[config.mk]
export PLATFORM = sky130hd
export DESIGN_NAME = mem_req_queue
export DESIGN_NICKNAME = d
export VERILOG_FILES = /design/src/rtl/mem_req_queue.sv
export SDC_FILE = /design/constraint.sdc
export NUM_CORES = 1
export LEC_CHECK = 0
export ABC_AREA = 1
export CORE_MARGIN = 10
export CORE_UTILIZATION = 50
export CTS_BUF_LIST = sky130_fd_sc_hd__clkbuf_16
export DETAILED_ROUTE_END_ITERATION = 7
export PLACE_DENSITY_LB_ADDON = 0.12
export SYNTH_ARGS = -nofsm -noshare
export SYNTH_HDL_FRONTEND = slang
export SYNTH_SLANG_ARGS = --single-unit
[constraint.sdc]
create_clock -name clk -period 3.85 [get_ports clk]
set_input_delay 0.385 -clock clk [delete_from_list [all_inputs] [get_ports clk]]
set_output_delay 0.385 -clock clk [all_outputs]
set_load 0.05 [all_outputs]
[src/rtl/mem_req_queue.sv]
// In-order load/store request queue in front of memInerf: one request in flight,
// a forced low cycle between operations, and a watchdog on the mem_done handshake.
module mem_req_queue #(
   parameter int DEPTH   = 4,
   parameter int ADDR_W  = 14,
   parameter int DATA_W  = 16,
   parameter int RSP_W   = 8,
   parameter int TIMEOUT = 64
) (
   input  logic                   clk,
   input  logic                   reset,
   input  logic                   req_valid,
   output logic                   req_ready,
   input  logic                   req_is_store,
   input  logic [ADDR_W-1:0]      req_addr,
   input  logic [DATA_W-1:0]      req_data,
   output logic                   store,
   output logic                   load,
   output logic [ADDR_W-1:0]      addr,
   output logic [DATA_W-1:0]      result,
   input  logic                   mem_done,
   input  logic [RSP_W-1:0]       datatoinst,
   output logic                   rsp_valid,
   output logic [RSP_W-1:0]       rsp_data,
   output logic                   rsp_err,
   output logic                   busy,
   output logic                   timeout_err,
   output logic [$clog2(DEPTH):0] count
);

   localparam int PTR_W = $clog2(DEPTH);
   localparam int CNT_W = PTR_W + 1;
   localparam int TMR_W = $clog2(TIMEOUT + 1);
   localparam logic [CNT_W-1:0] CNT_FULL = CNT_W'(DEPTH);
   localparam logic [TMR_W-1:0] TMR_LAST = TMR_W'(TIMEOUT - 1);

   typedef enum logic [1:0] {IDLE, ISSUE, GAP} state_e;

   logic              fifo_st_q   [DEPTH];
   logic [ADDR_W-1:0] fifo_addr_q [DEPTH];
   logic [DATA_W-1:0] fifo_data_q [DEPTH];

   logic [PTR_W-1:0] wr_ptr_q, wr_ptr_d;
   logic [PTR_W-1:0] rd_ptr_q, rd_ptr_d;
   logic [CNT_W-1:0] count_q, count_d;

   state_e            state_q;
   logic [TMR_W-1:0]  timer_q;
   logic              store_q, load_q;
   logic [ADDR_W-1:0] addr_q;
   logic [DATA_W-1:0] result_q;
   logic              rsp_valid_q, rsp_err_q, timeout_err_q;
   logic [RSP_W-1:0]  rsp_data_q;

   logic push, pop, last_cycle;

   // Ready looks only at the registered count, so a same-cycle pop never frees a slot.
   assign req_ready  = !reset && (count_q != CNT_FULL);
   assign push       = req_valid && req_ready;
   assign last_cycle = (timer_q == TMR_LAST);
   assign pop        = (state_q == ISSUE) && (mem_done || last_cycle);

   always_comb begin
      wr_ptr_d = wr_ptr_q;
      rd_ptr_d = rd_ptr_q;
      count_d  = count_q;
      if (push) wr_ptr_d = wr_ptr_q + PTR_W'(1);
      if (pop)  rd_ptr_d = rd_ptr_q + PTR_W'(1);
      case ({push, pop})
         2'b10:   count_d = count_q + CNT_W'(1);
         2'b01:   count_d = count_q - CNT_W'(1);
         default: count_d = count_q;
      endcase
   end

   always_ff @(posedge clk) begin
      if (push) begin
         fifo_st_q[wr_ptr_q]   <= req_is_store;
         fifo_addr_q[wr_ptr_q] <= req_addr;
         fifo_data_q[wr_ptr_q] <= req_data;
      end
   end

   always_ff @(posedge clk or posedge reset) begin
      if (reset) begin
         wr_ptr_q <= '0;
         rd_ptr_q <= '0;
         count_q  <= '0;
      end else begin
         wr_ptr_q <= wr_ptr_d;
         rd_ptr_q <= rd_ptr_d;
         count_q  <= count_d;
      end
   end

   always_ff @(posedge clk or posedge reset) begin
      if (reset) begin
         state_q       <= IDLE;
         timer_q       <= '0;
         store_q       <= 1'b0;
         load_q        <= 1'b0;
         addr_q        <= '0;
         result_q      <= '0;
         rsp_valid_q   <= 1'b0;
         rsp_err_q     <= 1'b0;
         rsp_data_q    <= '0;
         timeout_err_q <= 1'b0;
      end else begin
         rsp_valid_q <= 1'b0;
         rsp_err_q   <= 1'b0;
         case (state_q)
            IDLE: begin
               store_q <= 1'b0;
               load_q  <= 1'b0;
               timer_q <= '0;
               if (count_q != '0) begin
                  state_q  <= ISSUE;
                  store_q  <= fifo_st_q[rd_ptr_q];
                  load_q   <= !fifo_st_q[rd_ptr_q];
                  addr_q   <= fifo_addr_q[rd_ptr_q];
                  result_q <= fifo_data_q[rd_ptr_q];
               end
            end
            ISSUE: begin
               timer_q <= timer_q + TMR_W'(1);
               if (pop) begin
                  state_q <= GAP;
                  store_q <= 1'b0;
                  load_q  <= 1'b0;
                  timer_q <= '0;
                  rsp_valid_q <= load_q;
                  // A completion on the final watchdog cycle still counts as a completion.
                  if (mem_done) begin
                     if (load_q) rsp_data_q <= datatoinst;
                  end else begin
                     rsp_err_q     <= load_q;
                     timeout_err_q <= 1'b1;
                  end
               end
            end
            GAP: begin
               state_q <= IDLE;
               timer_q <= '0;
            end
            default: begin
               state_q <= IDLE;
               store_q <= 1'b0;
               load_q  <= 1'b0;
               timer_q <= '0;
            end
         endcase
      end
   end

   assign store       = store_q;
   assign load        = load_q;
   assign addr        = addr_q;
   assign result      = result_q;
   assign rsp_valid   = rsp_valid_q;
   assign rsp_err     = rsp_err_q;
   assign rsp_data    = rsp_data_q;
   assign timeout_err = timeout_err_q;
   assign count       = count_q;
   assign busy        = (count_q != '0) || (state_q != IDLE);

endmodule

Word level (Yosys, flattened, before mapping)
Memories as Yosys holds them, arrays and structs flattened. A register that Yosys moved wholly into a read port is not among the register bits.
Index checks and enable logic that the tools add are counted.
- RAM bits: 124
- word-level logic and storage cells: 63
- register bits: 29
- memories kept: 3
- memory list (memory ; depth ; width ; rd ports ; clocked after memory_dff ; wr ports ; line ; text):
    fifo_data_q ; 4 ; 16 ; 1 ; 1 ; 1 ; 41 ; logic [DATA_W-1:0] fifo_data_q [DEPTH];
    fifo_addr_q ; 4 ; 14 ; 1 ; 1 ; 1 ; 40 ; logic [ADDR_W-1:0] fifo_addr_q [DEPTH];
    fifo_st_q ; 4 ; 1 ; 1 ; 0 ; 1 ; 39 ; logic fifo_st_q [DEPTH];
- bitwise logic cells: 2
- reduce and logical (&&, ||, !) cells: 16
- equality and inequality tests: 8
- multiplexer cells: 18
- $add $sub $neg: 5
- operators with widths (kind ; number):
    7-bit two-way mux ; 2
    1-bit two-way mux ; 10
    7-bit by 1-bit adder with 7-bit output, second input constant ; 1
    7-bit by 6-bit == test with 1-bit output, second input constant ; 1
    1-bit case mux with 3 select lines ; 2
    3-bit case mux with 2 select lines ; 1
    2-bit AND reduction ; 3
    2-bit by 1-bit adder with 2-bit output, second input constant ; 2
    2-bit by 1-bit == test with 1-bit output, second input constant ; 2
    2-bit == test, second input constant ; 2
    2-bit two-way mux ; 2
    2-bit inequality test, second input constant ; 2
    2-bit case mux with 2 select lines ; 1
    4-bit AND reduction ; 1
    2-bit nonzero test ; 2
    3-bit by 1-bit adder with 3-bit output, second input constant ; 1
    1-bit logical AND ; 3
    3-bit inequality test, second input constant ; 1
    3-bit AND reduction ; 1
    3-bit nonzero test ; 1
    3-bit by 1-bit subtractor with 3-bit output, second input constant ; 1
    1-bit logical NOT ; 2
    2-bit logical NOT ; 1
    1-bit logical OR ; 2
    1-bit inverter ; 2

Longest topological paths before layout
Gate-level depths: netlist (run 1).
- depth in word-level cells: 5
- depth in mapped cells: 13
- gate-level depth less buffers: 13

Worst setup path after synthesis (run 1)
Ideal clock, no wire load.
- path kind: in2reg
- start: input reset
- end: memory fifo_addr_q[0][0] (enable)
- library setup time: 0.419 ns
- cell stages on the path: 3
- setup slack: -0.015 ns
- arrival time: 3.445 ns
- data required time: 3.431 ns
- path through: inv_1 nand3_2 nor2_1
- cells in the longest elaborated chain, start to end: 5
- RTL lines (what ; line ; text):
    start, declared ; 11 ; input logic reset,
    1-bit logical NOT (no source line) ; - ;
    1-bit logical AND ; 58 ; assign req_ready = !reset && (count_q != CNT_FULL);
    1-bit logical AND ; 59 ; assign push = req_valid && req_ready;
    1-bit two-way mux ; 77 ; if (push) begin
    1-bit two-way mux (not written as such) ; 79 ; fifo_addr_q[wr_ptr_q] <= req_addr;
    end, declared ; 40 ;
Every way passes these cells.

Final worst setup path (run 1)
- start: register count_q[0], in the netlist count[0]
- end: output req_ready
- cells in the longest elaborated chain, start to end: 2
- RTL lines (what ; line ; text):
    start, declared ; 45 ; logic [CNT_W-1:0] count_q, count_d;
    start signal, assigned ; 92 ; count_q <= count_d;
    3-bit inequality test ; 58 ;
    1-bit logical AND ; 58 ;
    end, declared ; 13 ; output logic req_ready,
Every way passes these cells.

==> results of run 1 <==
-- placed cells by master (no fill, tap or decap), types with 2 or more instances in the layout --
cell type / synthesis / routed
xnor2_1: 4 / 4
edfxtp_1: 124 / 124
ha_1: 6 / 6
inv_2: 2 / 4
o21ai_1: 34 / 34
clkinv_1: 0 / 2
nand2_1: 121 / 121
clkinvlp_4: 0 / 2
nand4_1: 3 / 3
o21ai_0: 67 / 67
inv_1: 31 / 34
nand3_2: 2 / 2
nor2_1: 105 / 101
a21oi_1: 3 / 3
nand2_2: 2 / 2
nand3_1: 6 / 6
clkdlybuf4s50_1: 0 / 90
nor2_2: 2 / 2
nor3_1: 2 / 2
nor2_4: 2 / 6
dfrtp_1: 59 / 58
bufinv_16: 0 / 4
clkbuf_16: 0 / 17
buf_4: 5 / 3
-- worst paths after layout --
kind / slack, ps / end / cells after the start / startpoint
setup / recovery: 1510 / req_ready / 3 / count[0]
hold / removal: 470 / timeout_err / 1 / timeout_err
setup reg to reg: 1560 / count[2] / 13 / timer_q[0]
hold reg to reg: 470 / timeout_err / 1 / timeout_err
max in group asynchronous: 2720 / rd_ptr_q[0] / 3 / reset
min in group asynchronous: 590 / count[1] / 3 / reset
-- metrics by stage --
step / total power, µW / instance area [µm²] / hold WS (ps) / setup slack, ps
6_report: 7330 / 8770 / 474 / 1510
5_1_grt: 7790 / 8770 / 488 / 1350
4_1_cts: 7420 / 8770 / 479 / 1490
3_5_place_dp: 5650 / 8170 / 462 / 1330
3_3_place_gp: 5590 / 8170 / 460 / 1380
2_1_floorplan: 4780 / 7150 / 455 / -14.5
-- metal layers --
metal  vias to the layer above  global-route usage  part of all wire
li1                       2213                   -                 -
met1                      2178               0.199              0.45
met2                       103               0.235              0.49
met3                        10              0.0436             0.053
met4                         0              0.0554            0.0082
met5                         -                   0                 0
-- cells by family after synthesis --
group / count (synthesis) / share of synthesized area
and+or+nand+nor: 246 / 0.138
DFF: 183 / 0.728
AOI/OAI and AO/OA: 107 / 0.0758
buffers and inverters: 59 / 0.0392
adders and majority gates: 7 / 0.0133
xor gates and xnor gates: 5 / 0.00613
-- area by class of cell --
class / instances / area (µm²)
Sequential cell: 183 / 5200
Fill cell: 1091 / 5170
Multi-Input combinational cell: 365 / 1700
Timing Repair Buffer: 93 / 923
Clock buffer: 17 / 425
Tap cell: 180 / 225
Clock inverter: 15 / 171
Inverter: 33 / 124
-- worst max-delay path, cell delays in order (launching register included) --
cell and delay [ps]:
dfrtp_1 430, inv_1 120, a31oi_1 160, clkdlybuf4s50_1 830
-- sequential cells by signal, indices dropped and copies added (netlist names) --
signal,flops
fifo_data_q,64
addr,14
fifo_st_q,4
result,16
count,3
rsp_data,8
rsp_valid,1
timer_q,7
wr_ptr_q,2
state_q,2
store,1
timeout_err,1
rsp_err,1
load,1
rd_ptr_q,2
fifo_addr_q,56
-- report_power, final --
group          total [µW]  internal, µW  leakage [µW]  switching, µW
clock                1750          1070      0.000300            687
combinational        2860           861       0.00129           2000
sequential           2710          2520       0.00186            191
==> flow_metrics.env, run 1 <==
export IMPL_die_y_um=140
export IMPL_power_density_nw_per_um2=836
export IMPL_drcViolationCount=0
export IMPL_ir_drop_mv=0.438
export IMPL_place_port_buffers=90
export IMPL_core_area_um2=13900
export IMPL_slew_viol_final=0
export IMPL_drive_above_1_share=0.0652
export IMPL_synth_cell_types=29
export IMPL_worst_pin_slew_ps=1030
export IMPL_path_clk_slew_ps=60
export IMPL_dieArea_um2=19500
export IMPL_dr_total_vias=4504
export IMPL_die_x_um=140
export IMPL_drt_initial_drc_count=415
export IMPL_synth_common_cells="edfxtp_1, nand2_1, nor2_1"
export IMPL_path_max_fanout=4
export IMPL_htreeDepth=4
export IMPL_ioPinCount=91
export IMPL_syn2layout_area_growth_pct=22.7
export IMPL_cts_tree="done"
export IMPL_grt_use_total=0.152
export IMPL_yosysTopAreaCell="edfxtp_1"
export IMPL_async_flop_share=0.322
export IMPL_cts_made_buffers=17
export IMPL_syn_num_nets=657
export IMPL_ys_ff_latch=183
export IMPL_fin_nets=743
export IMPL_clock_skew_ps=10.6
export IMPL_cts_setup_buffers=0
export IMPL_setup_tns_ps=0
export IMPL_cts_root_buf="clkbuf_16"
export IMPL_final_cells=886
export IMPL_maxCapViolations=0
export IMPL_synthCells=607
export IMPL_rsz0062_at_grt="no"
export IMPL_antenna_found_initial=0
export IMPL_clockBufferDepth=2
export IMPL_start_kind="flop"
export IMPL_rows=43
export IMPL_hold_path_class="flop to flop"
export IMPL_ant_nets=0
export IMPL_timing_fmax_mhz=427
export IMPL_post_route_util=0.629
export IMPL_grt_pass1_wl_um=23800
export IMPL_synth_edf_count=124
export IMPL_grt_max_degree=65
export IMPL_endpoint_kind="output pin"
export IMPL_ctsResizeCount=0
export IMPL_slew_headroom=0.312
export IMPL_finalSetupViolCount=0
export IMPL_viasPerCell=5.08
export IMPL_p_leak_uw=0.00345
export IMPL_netlist_area_leader_share=0.521
export IMPL_clock_sinks=183
export IMPL_yosys_warnings=0
export IMPL_initial_core_util=0.513
export IMPL_cts_hold_fix_buffers=0
export IMPL_drtPass1Iterations=4
export IMPL_antenna_cells=0
export IMPL_place_inst=854
export IMPL_hold_viol=0
export IMPL_synth_area_leaders="edfxtp_1, dfrtp_1, nand2_1"
export IMPL_cp_arrival_ps=1960
export IMPL_ys_flop_type="edfxtp_1"
export IMPL_dp_hpwl_um=8560
export IMPL_wl_per_cell_um=16.5
export IMPL_routed_wirelength_um=14600
export IMPL_fin_crit_sh=0.608
export IMPL_min_period_ps=2340
export IMPL_synth_area_um2=7150
export IMPL_path_class="flop to output pin"
export IMPL_clock_latency_ps=430
export IMPL_grt_pass1_vias=4471
export IMPL_gp_congestion=0.717
export IMPL_gr_total_overflow=0
export IMPL_synth_avg_cell_area_um2=11.8
export IMPL_outcome="completed"
export IMPL_crit_required_ps=3460
export IMPL_synth_most_common_cell="edfxtp_1"
export IMPL_synth_seq_area_share=0.728
Note: power is estimated with default switching activity, not from simulation.
==> run 2, diff against run 1 <==
Clock period 3.85 ns to 2.1 ns, I/O delays scaled along.
==> run 2 against run 1 <==
Core utilization increased by 2.0 points. Sequential share of layout area decreased by 1.9 points. Die area unchanged. Wire length up 1.0%. Setup slack got worse by 1400 ps. Combinational power increased by 91%. Via count rose by 2.4%. Cell count grew 2.0%. First-iteration DRC count is 31% lower. Clock-buffer cell count stayed put.
==> flow_metrics.env, run 2 (synthesis results as in run 1) <==
export IMPL_finalWorstSetupSlack_ps=115
export IMPL_drive_above_1_share=0.104
export IMPL_die_x_um=140
export IMPL_min_period_ps=1990
export IMPL_routed_wirelength_um=14700
export IMPL_rsz0062_at_grt="no"
export IMPL_grt_pass1_wl_um=23900
export IMPL_clock_sinks=183
export IMPL_clockBufferDepth=2
export IMPL_cts_hold_fix_buffers=0
export IMPL_path_max_fanout=3
export IMPL_antenna_cells=0
export IMPL_gr_total_overflow=0
export IMPL_place_port_buffers=90
export IMPL_grt_pass1_vias=4592
export IMPL_gp_congestion=0.746
export IMPL_syn2layout_area_growth_pct=26.7
export IMPL_endpoint_kind="flop"
export IMPL_drt_initial_drc_count=285
export IMPL_htreeDepth=4
export IMPL_top_register="fifo_data_q"
export IMPL_drtPass1Iterations=4
export IMPL_rows=43
export IMPL_core_area_um2=13900
export IMPL_hold_path_class="input pin to flop"
export IMPL_die_y_um=140
export IMPL_clock_latency_ps=420
export IMPL_cts_made_buffers=17
export IMPL_clock_skew_ps=5.61
export IMPL_p_leak_uw=0.00357
export IMPL_finalSetupViolCount=0
export IMPL_ant_nets=0
export IMPL_ir_drop_mv=0.799
export IMPL_hold_viol=0
export IMPL_largest_reg_flops=64
export IMPL_slew_headroom=0.475
export IMPL_fin_crit_sh=0.945
export IMPL_dieArea_um2=19500
export IMPL_outcome="completed"
export IMPL_maxCapViolations=0
export IMPL_wl_per_cell_um=16.3
export IMPL_power_density_nw_per_um2=1530
export IMPL_ioPinCount=91
export IMPL_preCtsSetupSlack_ps=-40.4
export IMPL_power_total_uw=13800
export IMPL_viasPerCell=5.10
export IMPL_crit_required_ps=2400
export IMPL_setup_tns_ps=0
export IMPL_cp_arrival_ps=2290
export IMPL_worst_pin_slew_ps=788
export IMPL_cts_tree="done"
export IMPL_dp_hpwl_um=9220
export IMPL_path_clk_slew_ps=60
export IMPL_layout_commonest_cell="edfxtp_1"
export IMPL_path_class="flop to flop"
export IMPL_dr_total_vias=4610
export IMPL_antenna_found_initial=0
export IMPL_drcViolationCount=0
export IMPL_timing_fmax_mhz=504
export IMPL_mostFrequentLayoutCells="edfxtp_1, nand2_1, nor2_1"
export IMPL_grt_use_total=0.153
export IMPL_slew_viol_final=0
export IMPL_fin_nets=761
export IMPL_cts_root_buf="clkbuf_16"
export IMPL_post_route_util=0.649
export IMPL_initial_core_util=0.513
export IMPL_start_kind="flop"
export IMPL_grt_max_degree=60
-- run 2: cell types whose count changed in the layout (fill, tap and decap cells not counted), sizes merged --
cell and delta:
buf +19, clkinv +5, inv -5, clkdlybuf4s50 -2
bufinv +1, clkinvlp -1, dlygate4sd2 +1
-- run 2: path summary, 6_finish.rpt --
path                          startpoint  slack, ps  cells after the start          end
max in group asynchronous          reset       1060                      3  rd_ptr_q[0]
hold / removal             datatoinst[6]        360                      3  rsp_data[6]
min in group asynchronous          reset        480                      3  timeout_err
hold reg to reg                    store        480                      2        store
setup reg to reg              timer_q[1]        110                     13     count[2]
setup / recovery              timer_q[1]        110                     13     count[2]
-- run 2: per-stage QoR --
stage               hold WS [ps]  instances  area, µm²
floorplan                    308        607       7180
global placement             458        869       8370
detailed placement           464        869       8370
CTS                          343        903       9020
global route                 370        904       9050
finish                       365        904       9050
-- run 2: layout make-up --
class | instances | area, µm²
Timing Repair Buffer | 111 | 1120
Sequential cell | 183 | 5200
Clock inverter | 15 | 208
Multi-Input combinational cell | 365 | 1750
Clock buffer | 17 | 425
Fill cell | 1048 | 4880
Tap cell | 180 | 225
Inverter | 33 | 128
-- run 2: layer usage --
| metal | routed length (µm) | track usage |
|---|---|---|
| met1 | 6560 | 0.189 |
| met2 | 7210 | 0.248 |
| met3 | 756 | 0.0463 |
| met5 | 0 | 0 |
| met4 | 208 | 0.0554 |
-- run 2: critical path, stage by stage (launching register included) --
cell and delay [ps]:
dfrtp_1 410, ha_4 170, nand2_4 60, nor2_4 100, nand2_2 80, nand2_2 80, nand2_2 60, inv_2 70
ha_4 120, inv_2 40, fa_2 330, a21oi_1 130, o21ai_1 90, xnor2_1 120
-- run 2: power by group --
part | internal (µW) | switching, µW | leakage [µW] | total (µW)
clock | 2100 | 1280 | 0.000308 | 3370
combinational | 1740 | 3730 | 0.00141 | 5470
sequential | 4620 | 349 | 0.00186 | 4960
-- run 2: what timing repair did --
action,4_1_cts,5_1_grt
setup buffers,2,1
pin swaps,1,2
setup endpoints to repair,2,2
cloned,0,0
gates resized for setup,4,4
